`config.mk`:
```
export PLATFORM = sky130hd
export DESIGN_NAME = mlp_host_seq_flat
export DESIGN_NICKNAME = d
export VERILOG_FILES = /design/src/rtl/mlp_pkg.sv /design/src/rtl/mlp_host_seq_if.sv /design/src/rtl/mlp_phase_timer.sv /design/src/rtl/mlp_host_seq.sv /design/src/flat_wrapper.sv
export SDC_FILE = /design/constraint.sdc
export NUM_CORES = 1
export LEC_CHECK = 0
export ABC_CLOCK_PERIOD_IN_PS = 2900
export BUFFER_PORTS_ARGS = -buffer_cell sky130_fd_sc_hd__clkbuf_2
export CORE_MARGIN = 2
export CORE_UTILIZATION = 55
export DETAILED_ROUTE_END_ITERATION = 6
export PLACE_DENSITY = 0.86
export SLEW_MARGIN = 40
export SYNTH_ARGS = -nofsm -noshare
export SYNTH_HDL_FRONTEND = slang
export SYNTH_SLANG_ARGS = --single-unit
```
`constraint.sdc`:
```
create_clock -name clk_i -period 2.9 [get_ports clk_i]
set_clock_uncertainty 0.2 [all_clocks]
set_input_delay 0.29 -clock clk_i [delete_from_list [all_inputs] [get_ports clk_i]]
set_output_delay 0.29 -clock clk_i [all_outputs]
set_load 0.02 [all_outputs]
```
`src/rtl/mlp_pkg.sv`:
```
// Shared types and default sizing for the MLP host-side command sequencer.
package mlp_pkg;

  localparam int DEF_RUN_W   = 8;
  localparam int DEF_TIMEOUT = 4096;
  localparam int DEF_TO_W    = 13;

  typedef enum logic [2:0] {
    IDLE,
    INIT_REQ,
    START_REQ,
    WAIT_RESULT,
    DONE,
    ERR
  } seq_state_e;

  // States in which the sequencer is waiting on the FSM and the phase timer runs.
  function automatic logic is_wait_state(seq_state_e s);
    return (s == INIT_REQ) || (s == START_REQ) || (s == WAIT_RESULT);
  endfunction

endpackage

```
`src/rtl/mlp_host_seq_if.sv`:
```
// Handshake bundle between the host sequencer (master) and the MLP control FSM (slave).
interface mlp_host_seq_if;

  logic init_valid;
  logic init_ready;
  logic start_valid;
  logic start_ready;
  logic result_valid;

  modport master (
    output init_valid,
    output start_valid,
    input  init_ready,
    input  start_ready,
    input  result_valid
  );

  modport slave (
    input  init_valid,
    input  start_valid,
    output init_ready,
    output start_ready,
    output result_valid
  );

endinterface

```
`src/rtl/mlp_phase_timer.sv`:
```
// Saturating per-phase cycle counter; flags the cycle whose closing edge reaches TIMEOUT.
module mlp_phase_timer
  import mlp_pkg::*;
#(
  parameter int TIMEOUT = DEF_TIMEOUT,
  parameter int TO_W    = DEF_TO_W
) (
  input  logic clk_i,
  input  logic rst_i,
  input  logic clr,
  input  logic en,
  output logic expired
);

  localparam logic [TO_W-1:0] LIMIT = TO_W'(TIMEOUT);
  localparam logic [TO_W-1:0] LAST  = TO_W'(TIMEOUT - 1);

  logic [TO_W-1:0] count_q;

  // Count cycles spent in the current waiting phase, holding at LIMIT.
  always_ff @(posedge clk_i) begin
    // NOTE: sequential state is written with non-blocking assignments so every
    // flop samples the pre-edge values regardless of statement order.
    if (rst_i || clr) begin
      count_q <= '0;
    end else if (en && (count_q != LIMIT)) begin
      count_q <= count_q + 1'b1;
    end
  end

  // High while the phase has lasted TIMEOUT-1 cycles: the next edge completes TIMEOUT.
  assign expired = en && (count_q >= LAST);

endmodule

```
`src/rtl/mlp_host_seq.sv`:
```
// Host command sequencer: runs an optional init plus N inference handshakes against the MLP FSM.
module mlp_host_seq
  import mlp_pkg::*;
#(
  parameter int RUN_W   = DEF_RUN_W,
  parameter int TIMEOUT = DEF_TIMEOUT,
  parameter int TO_W    = DEF_TO_W
) (
  input  logic             clk_i,
  input  logic             rst_i,
  input  logic             cmd_valid_i,
  output logic             cmd_ready_o,
  input  logic             cmd_init_i,
  input  logic [RUN_W-1:0] cmd_runs_i,
  mlp_host_seq_if.master   fsm,
  output logic             busy_o,
  output logic             done_o,
  output logic [RUN_W-1:0] runs_done_o,
  output logic             err_timeout_o,
  output logic             err_spurious_o
);

  seq_state_e       state_q;
  seq_state_e       state_d;
  logic [RUN_W-1:0] runs_q;
  logic [RUN_W-1:0] runs_done_q;
  logic [RUN_W-1:0] run_next;
  logic             err_timeout_q;
  logic             err_spurious_q;
  logic             cmd_xfer;
  logic             result_hit;
  logic             expired;

  assign cmd_xfer   = cmd_valid_i && cmd_ready_o;
  assign result_hit = (state_q == WAIT_RESULT) && fsm.result_valid;
  assign run_next   = runs_done_q + 1'b1;

  mlp_phase_timer #(
    .TIMEOUT(TIMEOUT),
    .TO_W   (TO_W)
  ) u_timer (
    .clk_i  (clk_i),
    .rst_i  (rst_i),
    .clr    (state_d != state_q),
    .en     (is_wait_state(state_q)),
    .expired(expired)
  );

  // State register.
  always_ff @(posedge clk_i) begin
    if (rst_i) begin
      state_q <= IDLE;
    end else begin
      state_q <= state_d;
    end
  end

  // Next-state logic; a transfer or result in the expiry cycle takes priority over ERR.
  always_comb begin
    // NOTE: the default assignment up front keeps every path assigned, so no latch is inferred.
    state_d = state_q;
    unique case (state_q)
      IDLE: begin
        if (cmd_xfer) begin
          if (cmd_init_i)             state_d = INIT_REQ;
          else if (cmd_runs_i != '0)  state_d = START_REQ;
          else                        state_d = DONE;
        end
      end
      INIT_REQ: begin
        if (fsm.init_ready)  state_d = (runs_q != '0) ? START_REQ : DONE;
        else if (expired)    state_d = ERR;
      end
      START_REQ: begin
        if (fsm.start_ready) state_d = WAIT_RESULT;
        else if (expired)    state_d = ERR;
      end
      WAIT_RESULT: begin
        if (fsm.result_valid) state_d = (run_next == runs_q) ? DONE : START_REQ;
        else if (expired)     state_d = ERR;
      end
      DONE:    state_d = IDLE;
      ERR:     state_d = IDLE;
      default: state_d = IDLE;
    endcase
  end

  // Outputs decoded from the registered state only, so valids never follow ready combinationally.
  always_comb begin
    cmd_ready_o     = (state_q == IDLE) && !rst_i;
    fsm.init_valid  = (state_q == INIT_REQ);
    fsm.start_valid = (state_q == START_REQ);
    done_o          = (state_q == DONE);
    busy_o          = (state_q != IDLE);
  end

  // Command latch, completed-run counter and sticky error flags.
  always_ff @(posedge clk_i) begin
    if (rst_i) begin
      runs_q         <= '0;
      runs_done_q    <= '0;
      err_timeout_q  <= 1'b0;
      err_spurious_q <= 1'b0;
    end else begin
      if (cmd_xfer) begin
        runs_q         <= cmd_runs_i;
        runs_done_q    <= '0;
        err_timeout_q  <= 1'b0;
        err_spurious_q <= 1'b0;
      end
      if (result_hit) begin
        runs_done_q <= run_next;
      end
      if (state_d == ERR) begin
        err_timeout_q <= 1'b1;
      end
      if (fsm.result_valid && (state_q != WAIT_RESULT)) begin
        err_spurious_q <= 1'b1;
      end
    end
  end

  assign runs_done_o    = runs_done_q;
  assign err_timeout_o  = err_timeout_q;
  assign err_spurious_o = err_spurious_q;

endmodule
```
`src/flat_wrapper.sv`:
```
// flat-port wrapper written by rule: the top's interface ports become plain ports
module mlp_host_seq_flat import mlp_pkg::*;
#(
  parameter int RUN_W   = DEF_RUN_W,
  parameter int TIMEOUT = DEF_TIMEOUT,
  parameter int TO_W    = DEF_TO_W
)
  (clk_i, rst_i, cmd_valid_i, cmd_ready_o, cmd_init_i, cmd_runs_i, busy_o, done_o, runs_done_o, err_timeout_o, err_spurious_o, fsm_init_valid, fsm_start_valid, fsm_init_ready, fsm_start_ready, fsm_result_valid);
  mlp_host_seq_if fsm_i ();
  input  logic clk_i;
  input  logic rst_i;
  input  logic cmd_valid_i;
  output logic cmd_ready_o;
  input  logic cmd_init_i;
  input  logic [RUN_W-1:0] cmd_runs_i;
  output logic busy_o;
  output logic done_o;
  output logic [RUN_W-1:0] runs_done_o;
  output logic err_timeout_o;
  output logic err_spurious_o;
  output wire logic [$bits(fsm_i.init_valid)-1:0] fsm_init_valid;
  output wire logic [$bits(fsm_i.start_valid)-1:0] fsm_start_valid;
  input wire logic [$bits(fsm_i.init_ready)-1:0] fsm_init_ready;
  input wire logic [$bits(fsm_i.start_ready)-1:0] fsm_start_ready;
  input wire logic [$bits(fsm_i.result_valid)-1:0] fsm_result_valid;
  assign fsm_init_valid = fsm_i.init_valid;
  assign fsm_start_valid = fsm_i.start_valid;
  assign fsm_i.init_ready = fsm_init_ready;
  assign fsm_i.start_ready = fsm_start_ready;
  assign fsm_i.result_valid = fsm_result_valid;
  mlp_host_seq #(.RUN_W(RUN_W), .TIMEOUT(TIMEOUT), .TO_W(TO_W)) u_core (.clk_i(clk_i), .rst_i(rst_i), .cmd_valid_i(cmd_valid_i), .cmd_ready_o(cmd_ready_o), .cmd_init_i(cmd_init_i), .cmd_runs_i(cmd_runs_i), .fsm(fsm_i), .busy_o(busy_o), .done_o(done_o), .runs_done_o(runs_done_o), .err_timeout_o(err_timeout_o), .err_spurious_o(err_spurious_o));
endmodule
```
# After elaboration in Yosys (flattened, before gate mapping)
# Cells that the tools add are included.
# word_totals
reg_bits	34
in_bits	15
out_inout_bits	15
word_cells	50
# classes
add_sub_neg	2
n_lt_le_gt_ge	1
n_eq_ne	9
n_mux	15
reduce_logical	17
# ops
cell	n
2-to-1 mux 3 bit	9
2-to-1 mux 8 bit	2
nonzero test 8 bit	2
adder 13 x 1 -> 13 bit, second input constant	1
>= comparator 13 x 12 -> 1 bit, second input constant	1
inequality test 13 bit, second input constant	1
case mux 3 bit (4 select lines)	1
adder 8 x 1 -> 8 bit, second input constant	1
equality test 8 bit	1
equality test 3 x 2 -> 1 bit, second input constant	2
equality test 3 bit, second input constant	2
logical AND 1 bit	6
nonzero test 2 bit	3
equality test 3 x 1 -> 1 bit, second input constant	1
logical NOT 3 bit	1
logical OR 1 bit	3
2-to-1 mux 1 bit	3
inequality test 3 x 2 -> 1 bit, second input constant	1
inequality test 3 bit	1
nonzero test 3 bit	1
logical NOT 1 bit	1

# Longest topological paths before layout
# Gate-level depths: netlist (run 1).
# depth
depth_word	9
mapped_depth	9

# Modules after synthesis
# From an unflattened synthesis (run 1), not the netlist that was laid out.
# hier_totals
hier_cells	260
hier_area_um2	2113.3
# by_module_without_submodules
mod	n_inst	cells_each	area_each_um2	seq_area_each_um2
mlp_host_seq	1	166	1308.8	420.4
mlp_phase_timer	1	94	804.5	260.2

# Worst setup path before layout (run 1)
# Ideal clock, no wire load.
# synth_path
path_type	register -> register
from	reg u_core.runs_done_q[1], in the netlist u_core.runs_done_o[1]
to	reg u_core.u_timer.count_q[3]
t_arrival_ps	1973
required_time_ps	2582
path_slack_ps	609
stages_incl_launch_ff	9
cell_sequence	dfxtp_1 ha_1 xor2_1 or3_1 a211oi_1 o211ai_1 nand3_2 buf_6 nor2_4
# synth_via
elab_chain_len	7
# synth_rtl
item	line_no	source
from (decl)	mlp_host_seq.sv:26	logic [RUN_W-1:0] runs_done_q;
from (signal assigned)	mlp_host_seq.sv:112	runs_done_q <= run_next;
adder 8 x 1 -> 8 bit	mlp_host_seq.sv:36	assign run_next = runs_done_q + 1'b1;
equality test 8 bit	mlp_host_seq.sv:79	if (fsm.result_valid) state_d = (run_next == runs_q) ? DONE : START_REQ;
2-to-1 mux 3 bit (2 in a row)	mlp_host_seq.sv:79	
case mux 3 bit (4 select lines)	mlp_host_seq.sv:62	unique case (state_q)
inequality test 3 bit	mlp_host_seq.sv:44	.clr (state_d != state_q),
logical OR 1 bit	mlp_phase_timer.sv:24	if (rst_i || clr) begin
to (signal assigned)	mlp_phase_timer.sv:27	count_q <= count_q + 1'b1;
to (decl)	mlp_phase_timer.sv:18	logic [TO_W-1:0] count_q;
# No other way between the ends.
# A chain may end at the register's enable or synchronous reset.

# Worst setup path in the final report (run 1)
# layout_path
from	in cmd_runs_i[3]
to	reg u_core.u_timer.count_q[12]
# layout_via
elab_chain_len	7
# layout_rtl
item	line_no	source
from (decl)	flat_wrapper.sv:15	input logic [RUN_W-1:0] cmd_runs_i;
nonzero test 8 bit	mlp_host_seq.sv:66	else if (cmd_runs_i != '0) state_d = START_REQ;
2-to-1 mux 3 bit	mlp_host_seq.sv:66	
2-to-1 mux 3 bit	mlp_host_seq.sv:65	if (cmd_init_i) state_d = INIT_REQ;
2-to-1 mux 3 bit	mlp_host_seq.sv:64	if (cmd_xfer) begin
case mux 3 bit (4 select lines)	mlp_host_seq.sv:62	
inequality test 3 bit	mlp_host_seq.sv:44	
logical OR 1 bit	mlp_phase_timer.sv:24	
# No other way between the ends.

==> run metrics, run 1 <==
status complete, no violations; initial antenna violation count 0; total track usage between 20% and 30%; share of cells above drive strength 1 22.1%; Worst-path clk slew 0.11 ns; syn_area_per_cell 8.08 sq um; Peak supply drop 0.502 mV; Worst-Margin Slew 0.627 ns; cell taking the most area after synthesis dfxtp_1; Worst R2R Setup Slack around 0.44 ns; Synth Instances roughly 250; Detailed Route WL 4800 um; Starting DRT DRC Count between 100 and 150; post-route total power 1.04 mW; worst hold path depth 3; Final TNS setup 0 ns; leakage 0.917 nW; Ports 30; Synth area leaders dfxtp_1, xor2_1, nand2_1; area share of the largest cell type after synthesis 33.9%; # fillers 269; GPL Wtd Cong 0.896; critical path capture point type register; vias in the first global route about 1.8k; total grt overflow 0; CP Data Arrival Time 2.69 ns; hold_ws 0.0758 ns; die area about 0.0042 sq mm; HP Start fsm_result_valid; die height 64.5 um; crit path kind input pin to register; DRC viols 0; clock sink count 34; ys flop type dfxtp_1; Hold/Removal Path Class input pin to register; CTS buffer count 5; first-pass GRT wire length 8090 um; clk root buf clkbuf_4; max cap viols 0; IO buf count 29; synth warn 0; final setup fails 0; Core ar. 0.00342 sq mm; Site Rows 21; largest fanout on the critical path 7; Startpoint Class input pin; Final HPWL DP approximately 3400 um; pwr dens 448 mW/mm^2; Final ANT Viol Nets 0; worst path required time slightly below 3 ns; final hold vios 0; H-tree depth 2; min Tclk post-route 2.62 ns; DRT Pass-1 Iters 4; period utilization 90.3%; Mapped Area 0.00201 sq mm; Skew-Pair Late Insertion Delay 0.33 ns; Critical Path Max Stage Delay 0.56 ns; Max Buffers Root-to-Sink 2; largest net degree at the start of global routing 14; #FFs+latches synth 34; RSZ-0062 raised after global routing no; # resized after CTS 0; top cell family by delay on the critical path simple AND/OR/NAND/NOR gates; post-synth cell types 53; Post-synth EDFFs 0; Cell Chain, Critical Path dlygate4sd3_1 > clkbuf_2 > or4_1 > nor2_2 > o32ai_2 > nor4_4 > nand3_2 > buf_4 > nor2_2; Mapped Nets around 270; fin. max-slew vios 0; worst path bufs/invs 3; Max-slew headroom roughly three fifths; async set-reset flop share out of synthesis 0%; RR Startpoint u_core.runs_done_o[1]; CTS tree yes; post-DR wirelength/cell 14.5 um; Achievable Freq 382 MHz; critical path's most frequent cell nor2_2; die width 64.5 um; Hold EP u_core.err_spurious_o; via count 2002; Area Overhead vs Synth 15.5%; n_diodes 0; drt via density 6.05; Initial Utilization 58.9%; Post-CTS Setup Repair Bufs 0; Reg-to-Reg End u_core.u_timer.count_q[12]; final net count 302; sequential fraction of the synthesis area 33.9%; cells on worst reg2reg path 8; CP max stage cell dlygate4sd3_1
## final cells by class
cell class	instances	area, sq um	area share (%)
Timing Repair Buffer	41	255	11.0
Clock buffer	7	55.1	2.37
Clock inverter	1	5.00	0.216
Tap cell	46	57.6	2.48
Sequential cell	34	681	29.3
Inverter	6	22.5	0.970
Multi-Input combinational cell	196	1250	53.7
## tightest hold or removal path: stages
cell,delay [ns]
clkbuf_2,0.12
a22oi_1,0.09
nor2_1,0.08
## where the power goes
group          internal (mW)  total (mW)  switching (mW)
clock network          0.118       0.274           0.157
registers              0.488       0.524          0.0361
logic                 0.0996       0.244           0.144
## routing by layer
| layer | track usage [%] | routed length [um] | vias to the layer above |
|---|---|---|---|
| met5 | 0 | 0 | - |
| met3 | 5.56 | 339 | 10 |
| met4 | 8.78 | 87 | 0 |
| met1 | 30.4 | 1970 | 939 |
| li1 | - | - | 968 |
| met2 | 42.3 | 2400 | 85 |
## what timing repair did
item                       in CTS  in global routing
hold endpoints to repair        8                  0
setup endpoints to repair       0                  0
hold buffers                    8                  0
## cell families after synthesis
kind of cell / Yosys count / share of synthesized area [%]
and+or+nand+nor: 124 / 34.1
AOI/OAI and AO/OA: 48 / 16.9
DFF: 34 / 33.9
xor gates and xnor gates: 21 / 9.15
buffers and inverters: 19 / 4.17
adders and majority gates: 3 / 1.87
## cells in the final DEF, fill, tap and decap left out, types with 3 or more instances in the layout
master / instances
a31oi_1: 3
o21ai_0: 5
nor2_2: 10
dfxtp_1: 34
clkbuf_4: 5
nand2_1: 30
dlygate4sd3_1: 8
nor2b_1: 7
nand3_1: 15
buf_4: 4
xnor2_1: 8
nor2_1: 22
nor4_1: 4
o21ai_1: 3
xor2_1: 13
inv_1: 6
ha_1: 3
or3_1: 5
a21oi_1: 17
nor3_1: 4
nand4_1: 7
clkbuf_2: 29
## sequential cells by signal (all words and copies together) (netlist names)
register,flops
u_core.runs_q,8
u_core.state_q,3
u_core.u_timer.count_q,13
u_core.err_timeout_o,1
u_core.runs_done_o,8
u_core.err_spurious_o,1
## stage by stage
| stage | std cells | setup WS (ns) | utilization, % | cell area [sq um] |
|---|---|---|---|---|
| 4_1_cts | 331 | 0.331 | 68.0 | 2320 |
| 3_5_place_dp | 315 | 0.472 | 63.9 | 2180 |
| 5_1_grt | 331 | 0.185 | 68.0 | 2320 |
| 2_1_floorplan | 249 | 0.609 | - | 2010 |
| 3_3_place_gp | 315 | 0.542 | 63.9 | 2180 |
| 6_report | 331 | 0.282 | 68.0 | 2320 |
## worst max-delay path by stage
stage	from	endpoint	slack, ns	cells past startpoint
final	cmd_runs_i[3]	u_core.u_timer.count_q[12]	0.28	9
after floorplan	u_core.runs_done_o[1]	u_core.u_timer.count_q[3]	0.61	8
after detailed placement	u_core.runs_done_o[1]	u_core.u_timer.count_q[12]	0.47	8
after global routing	cmd_runs_i[3]	u_core.u_timer.count_q[6]	0.18	9
after global placement	u_core.runs_done_o[1]	u_core.u_timer.count_q[6]	0.54	8
after CTS	cmd_runs_i[3]	u_core.u_timer.count_q[12]	0.33	9
## Yosys cell counts (3+ instances only)
library cell	count
a21oi_1	17
a31oi_1	3
buf_2	4
clkbuf_1	7
dfxtp_1	34
ha_1	3
inv_1	6
nand2_1	30
nand3_1	15
nand4_1	7
nor2_1	22
nor2_2	10
nor2b_1	7
nor3_1	4
nor4_1	4
o21ai_0	5
o21ai_1	3
or3_1	5
xnor2_1	8
xor2_1	13
Power figures use the tool's default switching activity.
==> run 2: changes to the inputs <==
--- a/config.mk
+++ b/config.mk
@@ -10,7 +10,7 @@
 export CORE_MARGIN = 2
 export CORE_UTILIZATION = 55
 export DETAILED_ROUTE_END_ITERATION = 6
-export PLACE_DENSITY = 0.86
+export PLACE_DENSITY = 0.77
 export SLEW_MARGIN = 40
 export SYNTH_ARGS = -nofsm -noshare
 export SYNTH_HDL_FRONTEND = slang
==> run 2 against run 1 <==
Net effect: flip-flop and latch count is the same; clock power grew 29%; critical path depth shrank 1; maximum frequency shrank 3.8%; critical endpoint is now u_core.u_timer.count_q[2]; largest cell class unchanged.
==> run metrics, run 2 (same netlist as run 1, synthesis figures left out) <==
clk root buf clkbuf_4; Final ANT Viol Nets 0; Site Rows 21; share of cells above drive strength 1 22.4%; first-pass GRT wire length 8170 um; die width about 64 um; largest net degree at the start of global routing 14; fin. max-slew vios 0; RR Startpoint u_core.u_timer.count_q[0]; post-route total power approximately 1.1 mW; die area between 0.004 and 0.005 sq mm; Critical Path Max Stage Delay 0.55 ns; n_diodes 0; # resized after CTS 0; final setup fails 0; drt via density about 6; Top reg by flops u_core.u_timer.count_q; Worst-path clk slew approximately 0.11 ns; via count roughly 2.0k; Levels on crit path 8; most frequent cells in the layout dfxtp_1, nand2_1, clkbuf_2; Skew-Pair Late Insertion Delay 0.35 ns; RSZ-0062 raised after global routing no; Worst R2R Setup Slack just under 0.3 ns; Final HPWL DP 3360 um; Hold/Removal Path Class input pin to register; CTS buffer count 5; pwr dens 477 mW/mm^2; crit path kind input pin to register; post-DR wirelength/cell between 10 and 15 um; Max-slew headroom 62.4%; Post-CTS Setup Repair Bufs 0; worst hold path depth 3; status complete, no violations; # fillers 302; DRC viols 0; CTS tree yes; CP endpoint u_core.u_timer.count_q[2]; IO buf count 29; Cell Chain, Critical Path dlygate4sd3_1 > clkbuf_2 > or4_1 > nor2_2 > o32ai_2 > nor4_4 > nand3_2 > a311oi_2; total grt overflow 0; CP max stage cell dlygate4sd3_1; Core ar. 0.00342 sq mm; Ports 30; Detailed Route WL 4800 um; GPL Wtd Cong 0.843; leakage 0.926 nW; Initial Utilization 58.9%; Max Buffers Root-to-Sink 2; vias in the first global route 1741; commonest non-fill, non-tap cell in the layout dfxtp_1; critical path launch point cmd_runs_i[7]; final net count 303; worst path required time just under 3 ns; Peak supply drop 0.287 mV; Worst-Margin Slew between 0.5 and 0.6 ns; cells on worst reg2reg path 7; initial antenna violation count 0; min Tclk post-route 2.72 ns; Starting DRT DRC Count 97; Final TNS setup 0 ns; worst path bufs/invs 2; top cell family by delay on the critical path simple AND/OR/NAND/NOR gates; period utilization 93.8%; CP Data Arrival Time 2.79 ns; Reg-to-Reg End u_core.u_timer.count_q[2]; Achievable Freq around 370 MHz; max cap viols 0; total track usage 25.3%; largest fanout on the critical path 13; max reg flops 13; Area Overhead vs Synth 16.8%; clock sink count 34; final hold vios 0; die height 64.5 um; critical path capture point type register; DRT Pass-1 Iters 4; Startpoint Class input pin; H-tree depth 2
[run 2: timing repair]
item | in CTS | in global routing
endpoints found under the setup margin | 0 | 0
hold buffers | 8 | 0
endpoints found under the hold margin | 8 | 0
[run 2: layout make-up]
type / instances / area [sq um] / share of cell area, %
clock buffers: 6 / 41.3 / 1.76
repair buffers: 42 / 263 / 11.2
multi-input cells: 196 / 1250 / 53.1
clock inverters: 2 / 37.5 / 1.60
well taps: 46 / 57.6 / 2.45
flip-flops and latches: 34 / 681 / 29.0
inverters: 6 / 22.5 / 0.959
[run 2: how the worst min path moves through the flow]
stage                startpoint               endpoint  slack, ns
2_1_floorplan             rst_i      u_core.state_q[0]       0.17
3_3_place_gp   u_core.runs_q[7]       u_core.runs_q[7]       0.28
3_5_place_dp   u_core.runs_q[7]       u_core.runs_q[7]       0.28
4_1_cts              cmd_init_i      u_core.state_q[0]       0.10
5_1_grt              cmd_init_i      u_core.state_q[0]       0.12
6_report       fsm_result_valid  u_core.err_spurious_o        0.1
[run 2: power by group]
| group | leakage (nW) | switching (mW) | internal [mW] | total, mW |
|---|---|---|---|---|
| Clock | 0.0385 | 0.171 | 0.182 | 0.353 |
| Sequential | 0.276 | 0.0346 | 0.488 | 0.522 |
| Combinational | 0.611 | 0.144 | 0.100 | 0.244 |
[run 2: tightest hold or removal path, stage by stage]
cell and delay [ns]:
clkbuf_2 0.15, a22oi_1 0.10, nor2_1 0.08
[run 2: per-stage QoR]
stage          util, %  worst slack [ns]  cell area [sq um]  hold slack, ns  instances
6_report          68.8             0.179               2350          0.0994        332
5_1_grt           68.8            0.0385               2350           0.119        332
4_1_cts           68.8             0.166               2350           0.102        332
3_5_place_dp      64.1             0.325               2190           0.281        316
3_3_place_gp      64.1             0.401               2190           0.278        316
2_1_floorplan        -             0.609               2010           0.174        249
[run 2: per-layer routing]
layer / global-route usage [%] / part of all wire, %
met4: 11.4 / 1.8
met5: 0 / 0
met3: 4.51 / 6.1
met1: 34.7 / 48
met2: 38.9 / 44
